File: config.mk
export PLATFORM = sky130hd
export DESIGN_NAME = imm_gen_pipe
export DESIGN_NICKNAME = d
export VERILOG_FILES = /design/src/rtl/imm_gen_pipe.sv
export SDC_FILE = /design/constraint.sdc
export NUM_CORES = 1
export LEC_CHECK = 0
export CORE_UTILIZATION = 45
export DETAILED_ROUTE_END_ITERATION = 7
export PLACE_DENSITY = 0.76
export SLEW_MARGIN = 10
export SYNTH_ARGS = -nofsm -noshare
export SYNTH_HDL_FRONTEND = slang
export SYNTH_SLANG_ARGS = --single-unit
File: constraint.sdc
create_clock -name clk_i -period 1.5 [get_ports clk_i]
set_input_delay 0.3 -clock clk_i [delete_from_list [all_inputs] [get_ports clk_i]]
set_output_delay 0.3 -clock clk_i [all_outputs]
set_load 0.005 [all_outputs]
File: src/rtl/imm_gen_pipe.sv
// Registered immediate generator with a 2-entry skid buffer (OUT + SKID) and tag passthrough.
// Define IMM_GEN_CSR_ZIMM_EN to make format 110 a legal CSR zimm; otherwise 110 is flagged illegal.
module imm_gen_pipe #(
  parameter int XLEN  = 32,
  parameter int TAG_W = 5
) (
  input  logic             clk_i,
  input  logic             rst_n_i,
  input  logic             flush_i,
  input  logic             valid_i,
  output logic             ready_o,
  input  logic [31:0]      instr_i,
  input  logic [2:0]       imm_src_i,
  input  logic             signed_i,
  input  logic [TAG_W-1:0] tag_i,
  output logic             valid_o,
  input  logic             ready_i,
  output logic [XLEN-1:0]  imm_ext_o,
  output logic [TAG_W-1:0] tag_o,
  output logic             illegal_o
);

  localparam bit WIDE = (XLEN == 64);

  logic [63:0]      imm_full;
  logic [XLEN-1:0]  imm_next;
  logic             illegal_next;
  logic [5:0]       shamt_sext_field;
  logic [5:0]       shamt_zext_field;
  logic             unused_sink;

  logic             out_valid;
  logic [XLEN-1:0]  out_imm;
  logic [TAG_W-1:0] out_tag;
  logic             out_illegal;

  logic             skid_valid;
  logic [XLEN-1:0]  skid_imm;
  logic [TAG_W-1:0] skid_tag;
  logic             skid_illegal;

  logic             accept;
  logic             consume;

  // Formats are decoded at 64 bits and truncated, so RV32 and RV64 share one decoder.
  always_comb begin
    imm_full         = 64'd0;
    illegal_next     = 1'b0;
    shamt_sext_field = WIDE ? instr_i[25:20] : {instr_i[24], instr_i[24:20]};
    shamt_zext_field = WIDE ? instr_i[25:20] : {1'b0, instr_i[24:20]};
    case (imm_src_i)
      3'b000: begin
        if (signed_i) imm_full = {{52{instr_i[31]}}, instr_i[31:20]};
        else          imm_full = {52'd0, instr_i[31:20]};
      end
      3'b001: imm_full = {{52{instr_i[31]}}, instr_i[31:25], instr_i[11:7]};
      3'b010: imm_full = {{51{instr_i[31]}}, instr_i[31], instr_i[7],
                          instr_i[30:25], instr_i[11:8], 1'b0};
      3'b011: imm_full = {{32{instr_i[31]}}, instr_i[31:12], 12'd0};
      3'b100: imm_full = {{43{instr_i[31]}}, instr_i[31], instr_i[19:12],
                          instr_i[20], instr_i[30:21], 1'b0};
      3'b101: begin
        if (signed_i) imm_full = {{58{shamt_sext_field[5]}}, shamt_sext_field};
        else          imm_full = {58'd0, shamt_zext_field};
      end
      3'b111: imm_full = {51'd0, instr_i[31], instr_i[7],
                          instr_i[30:25], instr_i[11:8], 1'b0};
      3'b110: begin
`ifdef IMM_GEN_CSR_ZIMM_EN
        imm_full     = {59'd0, instr_i[19:15]};
        illegal_next = 1'b0;
`else
        imm_full     = 64'd0;
        illegal_next = 1'b1;
`endif
      end
      default: begin
        imm_full     = 64'd0;
        illegal_next = 1'b1;
      end
    endcase
  end

  assign imm_next    = imm_full[XLEN-1:0];
  assign unused_sink = ^{instr_i[6:0], imm_full};

  assign ready_o = !skid_valid;
  assign accept  = valid_i && ready_o && !flush_i;
  assign consume = out_valid && ready_i;

  // OUT refills from SKID first so results stay in acceptance order.
  always_ff @(posedge clk_i or negedge rst_n_i) begin
    if (!rst_n_i) begin
      out_valid    <= 1'b0;
      out_imm      <= '0;
      out_tag      <= '0;
      out_illegal  <= 1'b0;
      skid_valid   <= 1'b0;
      skid_imm     <= '0;
      skid_tag     <= '0;
      skid_illegal <= 1'b0;
    end else if (flush_i) begin
      out_valid  <= 1'b0;
      skid_valid <= 1'b0;
    end else if (!out_valid || consume) begin
      if (skid_valid) begin
        out_valid   <= 1'b1;
        out_imm     <= skid_imm;
        out_tag     <= skid_tag;
        out_illegal <= skid_illegal;
        skid_valid  <= 1'b0;
      end else if (accept) begin
        out_valid   <= 1'b1;
        out_imm     <= imm_next;
        out_tag     <= tag_i;
        out_illegal <= illegal_next;
      end else begin
        out_valid <= 1'b0;
      end
    end else if (accept) begin
      skid_valid   <= 1'b1;
      skid_imm     <= imm_next;
      skid_tag     <= tag_i;
      skid_illegal <= illegal_next;
    end
  end

  assign valid_o   = out_valid;
  assign imm_ext_o = out_imm;
  assign tag_o     = out_tag;
  assign illegal_o = out_illegal;

endmodule

==> flow_metrics.tcl, run 1 <==
set metrics [dict create \
    rsz0062_at_grt "true" \
    std_cell_rows 32 \
    ys_ff_latch 78 \
    final_critical_path_setup_slack_ns -0.0187 \
    dpl.hpwl_microns 7240 \
    timing_worst_slew_pin_value_ns 0.416 \
    avgViaCountPerCell 5.71 \
    cap_viol_max_count 0 \
    root_buffer "clkbuf_8" \
    post-route-drc-count 0 \
    post_synth_inst_count 405 \
    syn_nets 451 \
    fin_total_pwr_w 0.00584 \
    global_route_wire_length_before_repair_microns 16900 \
    power-per-cell-area_nw_per_um2 1080 \
    floorplan.initialDensity_pct 47.0 \
    synthFlopType "dfrtp_1" \
    cts.clk_slew.worst_paths_ns 0.09 \
    portBuffers 78 \
    drtPass1Iterations 7 \
    yosys.cell_types.count 37 \
    clock_path_buffers 2 \
    clock_latency_ns 0.36 \
    route.antenna.remaining_nets 0 \
    most_frequent_standard_cell_in_the_layout_excluding_fill_and_tap_cells "dfrtp_1" \
    clock_sink_count 78 \
    min-delay-path-class "in -> async" \
    irDropWorstVdd_v 0.000475 \
    numCtsBuffers 9 \
    synth_warnings 0 \
    setup.worst_path.start_class "flip-flop" \
    fill_cells 625 \
    fin_skew_ns 0.0144 \
    pin_count 86 \
    final_estimated_routing_congestion_in_global_placement 0.921 \
    tritoncts_clock_tree "done" \
    finalCriticalPeriod_ns 1.52 \
    avgRoutedWirePerCell_microns 16.9 \
    layout_cells_sized_above_1_pct 22.7 \
    run_status "finished, violations left" \
    maximum_number_of_pins_on_one_net_before_global_route_repair 30 \
    synth.cell_area_sq_um 3690 \
    worstSetupPathType "reg -> reg" \
    die_w_microns 92.6 \
    globalRoute.totalOverflow 0 \
    routed_vias 3656 \
    critPathCaptureType "flip-flop" \
    wirelength_microns 10800 \
    failed_checks "setup timing" \
    drt-initial-drc-count 360 \
    yosysSeqAreaShare_pct 52.9 \
    ys_async_sr_fraction_pct 100 \
    final_net_count 579 \
    setup_viol_count_final 14 \
    number_of_enable_flip_flop_cells_after_synthesis 0 \
    h-tree-depth 3 \
    antenna_found_initial 0 \
    cp.required_ns 1.80 \
    grt_pass1_vias 3401 \
    cp.arrival_ns 1.82 \
    die_area_sq_um 8570 \
    total_leakage_power_nw 2.60 \
    flow.area_growth_from_synthesis_pct 47.0 \
    dp_worst_setup_slack_ns -0.580 \
    chipHeight_microns 92.6 \
    n_antenna_cell 0 \
    floorplan.core_area_sq_um 7850 \
    headroom_to_the_max_slew_limit_pct 72.3 \
    timing.final.hold_violations 0 \
    achievable-frequency_ghz 0.658 \
    final_max_slew_viol_count 0 \
    avgSynthCellArea_sq_um 9.11 \
    final_cell_mix "dfrtp_1, nand2_1, buf_4, dlygate4sd2_1, o21ai_1" \
    finalCritPeriodShare_pct 101 \
    grtUsageTotal_pct 25.8 \
    worstPathMaxFanout 5 \
]
## layout make-up
type	count	area, sq um	area share [%]
flip-flops and latches	78	1950	36.0
multi-input cells	293	1720	31.6
repair buffers	149	1410	26.0
clock buffers	11	131	2.42
well taps	102	128	2.35
clock inverters	5	81.3	1.50
inverters	2	7.51	0.138
## critical path, cell delays in order (launching register included)
cell and delay [ns]:
dfrtp_1 0.41, nor2b_4 0.15, buf_6 0.11, nor3_4 0.20, buf_2 0.22, o21ai_0 0.09, a31oi_1 0.16, a21o_1 0.10
## Yosys cell counts (all sizes together), types with 2 or more instances
library cell | n | area [sq um]
dfrtp | 78 | 1950
a222oi | 4 | 40.0
mux2i | 5 | 50.1
a21o | 12 | 90.1
o21ai | 56 | 284
buf | 16 | 85.1
and3 | 16 | 100
a22o | 5 | 43.8
a31oi | 22 | 138
o211ai | 5 | 37.5
nand3 | 7 | 35.0
nor2b | 2 | 12.5
inv | 2 | 7.51
o22ai | 2 | 12.5
nand2 | 72 | 270
clkbuf | 16 | 60.1
nor2 | 19 | 73.8
a2111oi | 2 | 17.5
a21oi | 35 | 175
nor3 | 6 | 41.3
and2 | 2 | 12.5
a21boi | 7 | 52.6
nand2b | 5 | 31.3
## layer usage
metal / GRT usage [%] / share of wire, %
met1: 35.3 / 43
met2: 40.2 / 49
met3: 5.34 / 6.7
met4: 9.90 / 1.9
met5: 0 / 0
## through the flow
stage | utilization [%] | setup TNS [ns] | cells | area (sq um) | hold slack, ns
floorplan | - | 0 | 405 | 3690 | 0.00441
global placement | 62.2 | -30.84 | 600 | 4880 | 0.246
detailed placement | 62.2 | -33.72 | 600 | 4880 | 0.247
CTS | 66.8 | -0.0334 | 635 | 5240 | 0.403
global route | 69.1 | -2.11 | 640 | 5430 | 0.421
finish | 69.1 | -0.0929 | 640 | 5430 | 0.397
## worst paths after layout
path	start	end	slack (ns)	depth (start not counted)
max in group asynchronous	rst_n_i	imm_ext_o[16]$_DFFE_PN0P_	0.59	3
worst min-delay path	rst_n_i	imm_ext_o[3]$_DFFE_PN0P_	0.40	2
min in group clk_i	flush_i	valid_o$_DFFE_PN0N_	0.41	2
worst max-delay path	valid_o$_DFFE_PN0N_	imm_ext_o[20]$_DFFE_PN0P_	-0.02	7
worst min register to register	imm_ext_o[21]$_DFFE_PN0P_	imm_ext_o[21]$_DFFE_PN0P_	0.48	1
worst max register to register	valid_o$_DFFE_PN0N_	imm_ext_o[20]$_DFFE_PN0P_	-0.02	7
## registers in the layout, indices dropped and copies added, names as in the netlist
name and cells:
illegal_o 1, skid_illegal 1, tag_o 5, skid_valid 1, imm_ext_o 32, valid_o 1
skid_imm 32, skid_tag 5
## what timing repair did
action / 4_1_cts / 5_1_grt
resized for setup: 59 / 30
buffers inserted: 18 / 1
hold buffers: 1 / 0
setup endpoints to repair: 94 / 40
pin swaps: 4 / 5
endpoints found under the hold margin: 25 / 0
cloned: 0 / 4
## cells by family (layout without fill, tap and decap cells)
kind of cell | after synthesis | count (layout) | synth area share, %
buffers and inverters | 34 | 167 | 4.14
AOI/OAI and AO/OA | 152 | 152 | 24.6
and+or+nand+nor | 135 | 135 | 16.8
DFF | 78 | 78 | 52.9
xor gates and xnor gates | 1 | 1 | 0.237
muxes | 5 | 5 | 1.36
## report_power, final
part | switching (W) | internal [W] | total [W]
logic | 0.000627 | 0.000745 | 0.00137
clock network | 0.000807 | 0.000942 | 0.00175
registers | 0.000218 | 0.00250 | 0.00272
Power figures use the tool's default switching activity.
==> inputs of run 2 (changes only) <==
TNS_END_PERCENT = 10   (was not set)
==> run 2 against run 1 <==
Net effect:
- flip-flop and latch count is the same
- die area is the same
- final cell count is 3.0% lower
- first-iteration DRC count fell by 22%
- global-route usage decreased by 0.28 points
- critical path type unchanged
- critical endpoint is now skid_imm[6]$_DFFE_PN0P_
- combinational power is 12% lower
- wire length fell by 5.0%
- via count decreased by 3.4%
- clock skew shrank 0.0028 ns
- register-to-register slack about the same
- the flow still finishes with violations (setup timing)
- total power is 3.0% lower
- sequential power hardly changed
==> flow_metrics.tcl, run 2 (synthesis gave the netlist of run 1 again) <==
set metrics [dict create \
    final_cell_mix "dfrtp_1, nand2_1, o21ai_1, dlygate4sd2_1, buf_4" \
    grt_pass1_vias 3346 \
    final_net_count 560 \
    floorplan.core_area_sq_um 7850 \
    grt_met2_use_pct 39.6 \
    pin_count 86 \
    final_max_slew_viol_count 0 \
    globalRouteMet3Util_pct 5.34 \
    worstSetupPathType "reg -> reg" \
    headroom_to_the_max_slew_limit_pct 70.7 \
    clock_sink_count 78 \
    total_leakage_power_nw 2.47 \
    dpl.hpwl_microns 7240 \
    setup_viol_count_final 3 \
    final_critical_path_setup_slack_ns -0.0332 \
    run_status "finished, violations left" \
    tritoncts_clock_tree "done" \
    fin_total_pwr_w 0.00566 \
    flow.area_growth_from_synthesis_pct 39.1 \
    fin_skew_ns 0.0115 \
    worst-r2r-setup-slack_ns -0.03 \
    antenna_found_initial 0 \
    timing_worst_slew_pin_value_ns 0.437 \
    route.antenna.remaining_nets 0 \
    h-tree-depth 3 \
    finalCritPeriodShare_pct 102 \
    worstPathMaxFanout 23 \
    ff_latch_area_sq_um 1950 \
    timing.rr.end "skid_imm[6]$_DFFE_PN0P_" \
    most_frequent_standard_cell_in_the_layout_excluding_fill_and_tap_cells "dfrtp_1" \
    cap_viol_max_count 0 \
    post-route-drc-count 0 \
    clock_latency_ns 0.36 \
    std_cell_rows 32 \
    cp.required_ns 1.77 \
    setup.worst_path.start "skid_valid$_DFFE_PN0P_" \
    fill_cells 673 \
    avgRoutedWirePerCell_microns 16.5 \
    numCtsBuffers 9 \
    irDropWorstVdd_v 0.000449 \
    multi_input_area_sq_um 1630 \
    cp.arrival_ns 1.80 \
    placed_cells 600 \
    timing.rr.start "skid_valid$_DFFE_PN0P_" \
    grtUsageMet1_pct 35.0 \
    global_route_wire_length_before_repair_microns 16700 \
    failed_checks "setup timing" \
    fin_tns_setup_ns -0.0638 \
    worstRegToRegCells 5 \
    grt_busiest_layer "met2" \
    chipHeight_microns 92.6 \
    drtPass1Iterations 6 \
    min-delay-path-class "in -> async" \
    wirelength_microns 10300 \
    timing.critical_path.to "skid_imm[6]$_DFFE_PN0P_" \
    critPathCaptureType "flip-flop" \
    avgViaCountPerCell 5.69 \
    floorplan.initialDensity_pct 47.0 \
    final_cell_count_without_fillers 621 \
    grtUsageTotal_pct 25.5 \
    die_w_microns 92.6 \
    maximum_number_of_pins_on_one_net_before_global_route_repair 30 \
    final_estimated_routing_congestion_in_global_placement 0.921 \
    cts.clk_slew.worst_paths_ns 0.08 \
    timing.final.hold_violations 0 \
    root_buffer "clkbuf_8" \
    rsz0062_at_grt "true" \
    clock_path_buffers 2 \
    power-per-cell-area_nw_per_um2 1100 \
    routed_vias 3532 \
    globalRoute.totalOverflow 0 \
    drt-initial-drc-count 281 \
    finalCriticalPeriod_ns 1.53 \
    achievable-frequency_ghz 0.652 \
    layout_cells_sized_above_1_pct 15.4 \
    die_area_sq_um 8570 \
    post-route-util_pct 65.4 \
    setup.worst_path.start_class "flip-flop" \
    portBuffers 78 \
    n_antenna_cell 0 \
]
==> run 2: cell type report <==
class                   count  area share (%)
flip-flops and latches     78            38.0
multi-input cells         293            31.7
repair buffers            130            23.5
clock buffers              11            2.56
well taps                 102            2.49
clock inverters             5            1.58
inverters                   2           0.146
==> run 2: metrics by stage <==
| stage | setup slack, ns | hold slack [ns] | instance area (sq um) |
|---|---|---|---|
| final | -0.0332 | 0.389 | 5130 |
| after global routing | -0.115 | 0.421 | 5130 |
| after CTS | -0.0746 | 0.386 | 5100 |
| after detailed placement | -0.580 | 0.247 | 4880 |
| after global placement | -0.555 | 0.246 | 4880 |
| after floorplan | 0.0211 | 0.00441 | 3690 |
==> run 2: repair_timing <==
item	4_1_cts	5_1_grt
endpoints found under the setup margin	94	68
pin swaps	4	1
gates resized for setup	50	13
hold buffers	1	0
endpoints found under the hold margin	25	0
setup buffers	4	0
==> run 2: how the worst min path moves through the flow <==
stage | from | endpoint | slack, ns | cells past startpoint
after floorplan | rst_n_i | illegal_o$_DFFE_PN0P_ | 0.004 | 0
after global placement | rst_n_i | imm_ext_o[3]$_DFFE_PN0P_ | 0.25 | 1
after detailed placement | rst_n_i | imm_ext_o[3]$_DFFE_PN0P_ | 0.25 | 1
after CTS | flush_i | valid_o$_DFFE_PN0N_ | 0.39 | 2
after global routing | rst_n_i | skid_imm[1]$_DFFE_PN0P_ | 0.42 | 2
final | rst_n_i | imm_ext_o[3]$_DFFE_PN0P_ | 0.39 | 2
==> run 2: worst max-delay path: stages, from the launching register on <==
cell	delay, ns
dfrtp_1	0.38
buf_4	0.15
nor3_1	0.29
nand2_2	0.17
buf_4	0.24
o21ai_0	0.21
==> run 2: routing by layer <==
layer  up-vias  wire, microns
met5         -              0
met4         0            210
met3        19            566
met2       117           4900
met1      1727           4590
li1       1669              -
==> run 2: power by group <==
part	switching [W]	internal (W)
sequential	0.000215	0.00250
clock	0.000799	0.000942
combinational	0.000579	0.000629
==> inputs of run 3 (changes only) <==
ABC_AREA = 1   (was not set)
CORE_UTILIZATION = 47   (was 45)
PLACE_DENSITY = 0.77   (was 0.76)
SKIP_LAST_GASP = 1   (was not set)
==> run 3 against run 2 <==
Net effect:
- the run still ends with setup timing left
- worst setup slack gained 0.0086 ns
- global-route usage shrank 1.9 points
- sequential power grew 4%
- register-to-register slack gained 0.05 ns
- die area grew 9.4%
- largest cell class unchanged
==> flow_metrics.tcl, run 3 <==
set metrics [dict create \
    run_status "finished, violations left" \
    failed_checks "setup timing" \
    clock_sink_count 78 \
    synthFlopType "dfrtp_1" \
    ys_top_cells_by_area "dfrtp_1, nand2_1, nor2_1" \
    maximum_number_of_pins_on_one_net_before_global_route_repair 79 \
    final_estimated_routing_congestion_in_global_placement 0.917 \
    crit_family "buffers and inverters" \
    drt-initial-drc-count 268 \
    post_synth_inst_count 558 \
    rsz0062_at_grt "true" \
    std_cell_rows 34 \
    total_leakage_power_nw 2.88 \
    flow.area_growth_from_synthesis_pct 32.0 \
    wirelength_microns 10500 \
    min-delay-path-class "reg -> reg" \
    avgRoutedWirePerCell_microns 13.9 \
    irDropWorstVdd_v 0.000587 \
    global_route_wire_length_before_repair_microns 18200 \
    cts.clk_slew.worst_paths_ns 0.08 \
    routed_vias 4084 \
    most_frequent_standard_cell_in_the_layout_excluding_fill_and_tap_cells "nand2_1" \
    post-route-drc-count 0 \
    timing_worst_slew_pin_value_ns 0.437 \
    worstPathBufferInverterCount 1 \
    fin_tns_setup_ns -0.262 \
    h-tree-depth 3 \
    worstPathMaxFanout 2 \
    floorplan.core_area_sq_um 8720 \
    yosysSeqAreaShare_pct 46.2 \
    layout_cells_sized_above_1_pct 13.7 \
    final_max_slew_viol_count 0 \
    tritoncts_clock_tree "done" \
    yosys.cell_types.count 28 \
    grt_pass1_vias 3837 \
    worst_path_largest_cell_delay_ns 0.51 \
    avgSynthCellArea_sq_um 7.57 \
    chipHeight_microns 96.8 \
    globalRoute.totalOverflow 0 \
    post-synth-top-area-cell "dfrtp_1" \
    avgViaCountPerCell 5.37 \
    clock_latency_ns 0.35 \
    dpl.hpwl_microns 7080 \
    number_of_enable_flip_flop_cells_after_synthesis 0 \
    ys_async_sr_fraction_pct 100 \
    floorplan.initialDensity_pct 48.4 \
    final_critical_path_setup_slack_ns -0.0246 \
    pin_count 86 \
    switching_share_pct 28.2 \
    fin_skew_ns 0.00810 \
    synth.cell_area_sq_um 4220 \
    timing.final.hold_violations 0 \
    setup_viol_count_final 23 \
    synth_top_cells_by_count "nand2_1, nor2_1, dfrtp_1" \
    crit_path_top_delay_cell "clkdlybuf4s50_1" \
    cp.required_ns 1.20 \
    numCtsBuffers 9 \
    combPwrFrac_pct 24.3 \
    cell_internal_power_dissipation_w 0.00439 \
    finalCriticalPeriod_ns 1.52 \
    headroom_to_the_max_slew_limit_pct 70.8 \
    antenna_found_initial 0 \
    finalCritPeriodShare_pct 102 \
    route.antenna.remaining_nets 0 \
    n_antenna_cell 0 \
    portBuffers 78 \
    achievable-frequency_ghz 0.656 \
    final_net_count 693 \
    grtUsageTotal_pct 23.6 \
    final_cell_mix "nand2_1, nor2_1, dfrtp_1, clkdlybuf4s50_1, nand3_1" \
    netlist.area_leader.share_pct 46.2 \
    placement.cell_area_sq_um 5290 \
    die_area_sq_um 9370 \
    clock_power_share_pct 29.5 \
    fin_total_pwr_w 0.00611 \
    sequentialPowerShare_pct 46.2 \
    cap_viol_max_count 0 \
    critPathCaptureType "output pin" \
    worstSetupPathType "reg -> out" \
    power-per-cell-area_nw_per_um2 1100 \
    drtPass1Iterations 5 \
    setup.worst_path.start_class "flip-flop" \
    ys_ff_latch 78 \
    switching_power_w 0.00172 \
    synth.most_common_cell "nand2_1" \
    die_w_microns 96.8 \
    final_design_area_no_fill_sq_um 5580 \
    syn_nets 604 \
    clock_path_buffers 2 \
    cp.arrival_ns 1.22 \
    synth_warnings 0 \
    root_buffer "clkbuf_8" \
    crit_path_cell_trace "clkdlybuf4s50_1" \
]
==> run 3: changes by cell type after synthesis, moves of 16 or more <==
| cell | delta |
|---|---|
| nand2_1 | +76 |
| and3_1 | -16 |
| o21ai_1 | -40 |
| nand4_1 | +23 |
| a21oi_1 | -30 |
| nand3_1 | +53 |
| inv_1 | +16 |
| nor2_1 | +88 |
==> run 3: power by group through the flow <==
stage	Combinational (W)	Sequential, W	Clock [W]
5_1_grt	0.00167	0.00288	0.00193
2_1_floorplan	0.000751	0.00282	0
6_report	0.00148	0.00282	0.00180
3_3_place_gp	0.00143	0.00283	0
4_1_cts	0.00148	0.00282	0.00184
3_5_place_dp	0.00148	0.00286	0
==> run 3: final timing paths <==
check / startpoint / endpoint / slack (ns) / cells after the start
min: imm_ext_o[13]$_DFFE_PN0P_ / imm_ext_o[13]$_DFFE_PN0P_ / 0.48 / 2
max: imm_ext_o[31]$_DFFE_PN0P_ / imm_ext_o[31] / -0.02 / 1
min reg2reg: imm_ext_o[13]$_DFFE_PN0P_ / imm_ext_o[13]$_DFFE_PN0P_ / 0.48 / 2
max reg2reg: skid_valid$_DFFE_PN0P_ / imm_ext_o[11]$_DFFE_PN0P_ / 0.02 / 7
max in group asynchronous: rst_n_i / skid_imm[13]$_DFFE_PN0P_ / 0.65 / 3
min in group asynchronous: rst_n_i / skid_imm[16]$_DFFE_PN0P_ / 0.49 / 3
==> run 3: cells by family (layout without fill, tap and decap cells) <==
group | count (synthesis) | count (layout) | share of synthesized area (%)
compound gates | 57 | 57 | 7.82
buf+inv | 62 | 156 | 8.15
flops | 78 | 78 | 46.2
simple gates | 361 | 361 | 37.8
==> run 3: cell type report <==
type                       instances  area, sq um
fill                             722         3140
sequential                        78         1950
multi-input combinational        418         1930
timing repair buffer             120         1240
clock buffer                      11          151
tap                              108          135
inverter                          20         82.6
clock inverter                     5         81.3
==> run 3: layer usage <==
metal  track usage (%)  part of all wire [%]
met2              37.3                    47
met1              33.0                    47
met3              3.32                   4.6
met5                 0                     0
met4              8.50                   1.3
==> run 3: stage by stage <==
step                instances  setup WS (ns)  utilization (%)  hold WS [ns]
floorplan                 558          0.209                -       0.00441
global placement          740         -0.396             60.6         0.351
detailed placement        740         -0.432             60.6         0.356
CTS                       758        -0.0460             63.4         0.486
global route              760        -0.0724             63.9         0.505
finish                    760        -0.0246             63.9         0.481
==> run 3: what timing repair did <==
action | CTS | global route
endpoints found under the setup margin | 83 | 70
gates cloned | 0 | 1
pin swaps | 0 | 1
resized for setup | 9 | 4
buffers inserted | 1 | 1
endpoints found under the hold margin | 78 | 0
hold buffers | 1 | 0
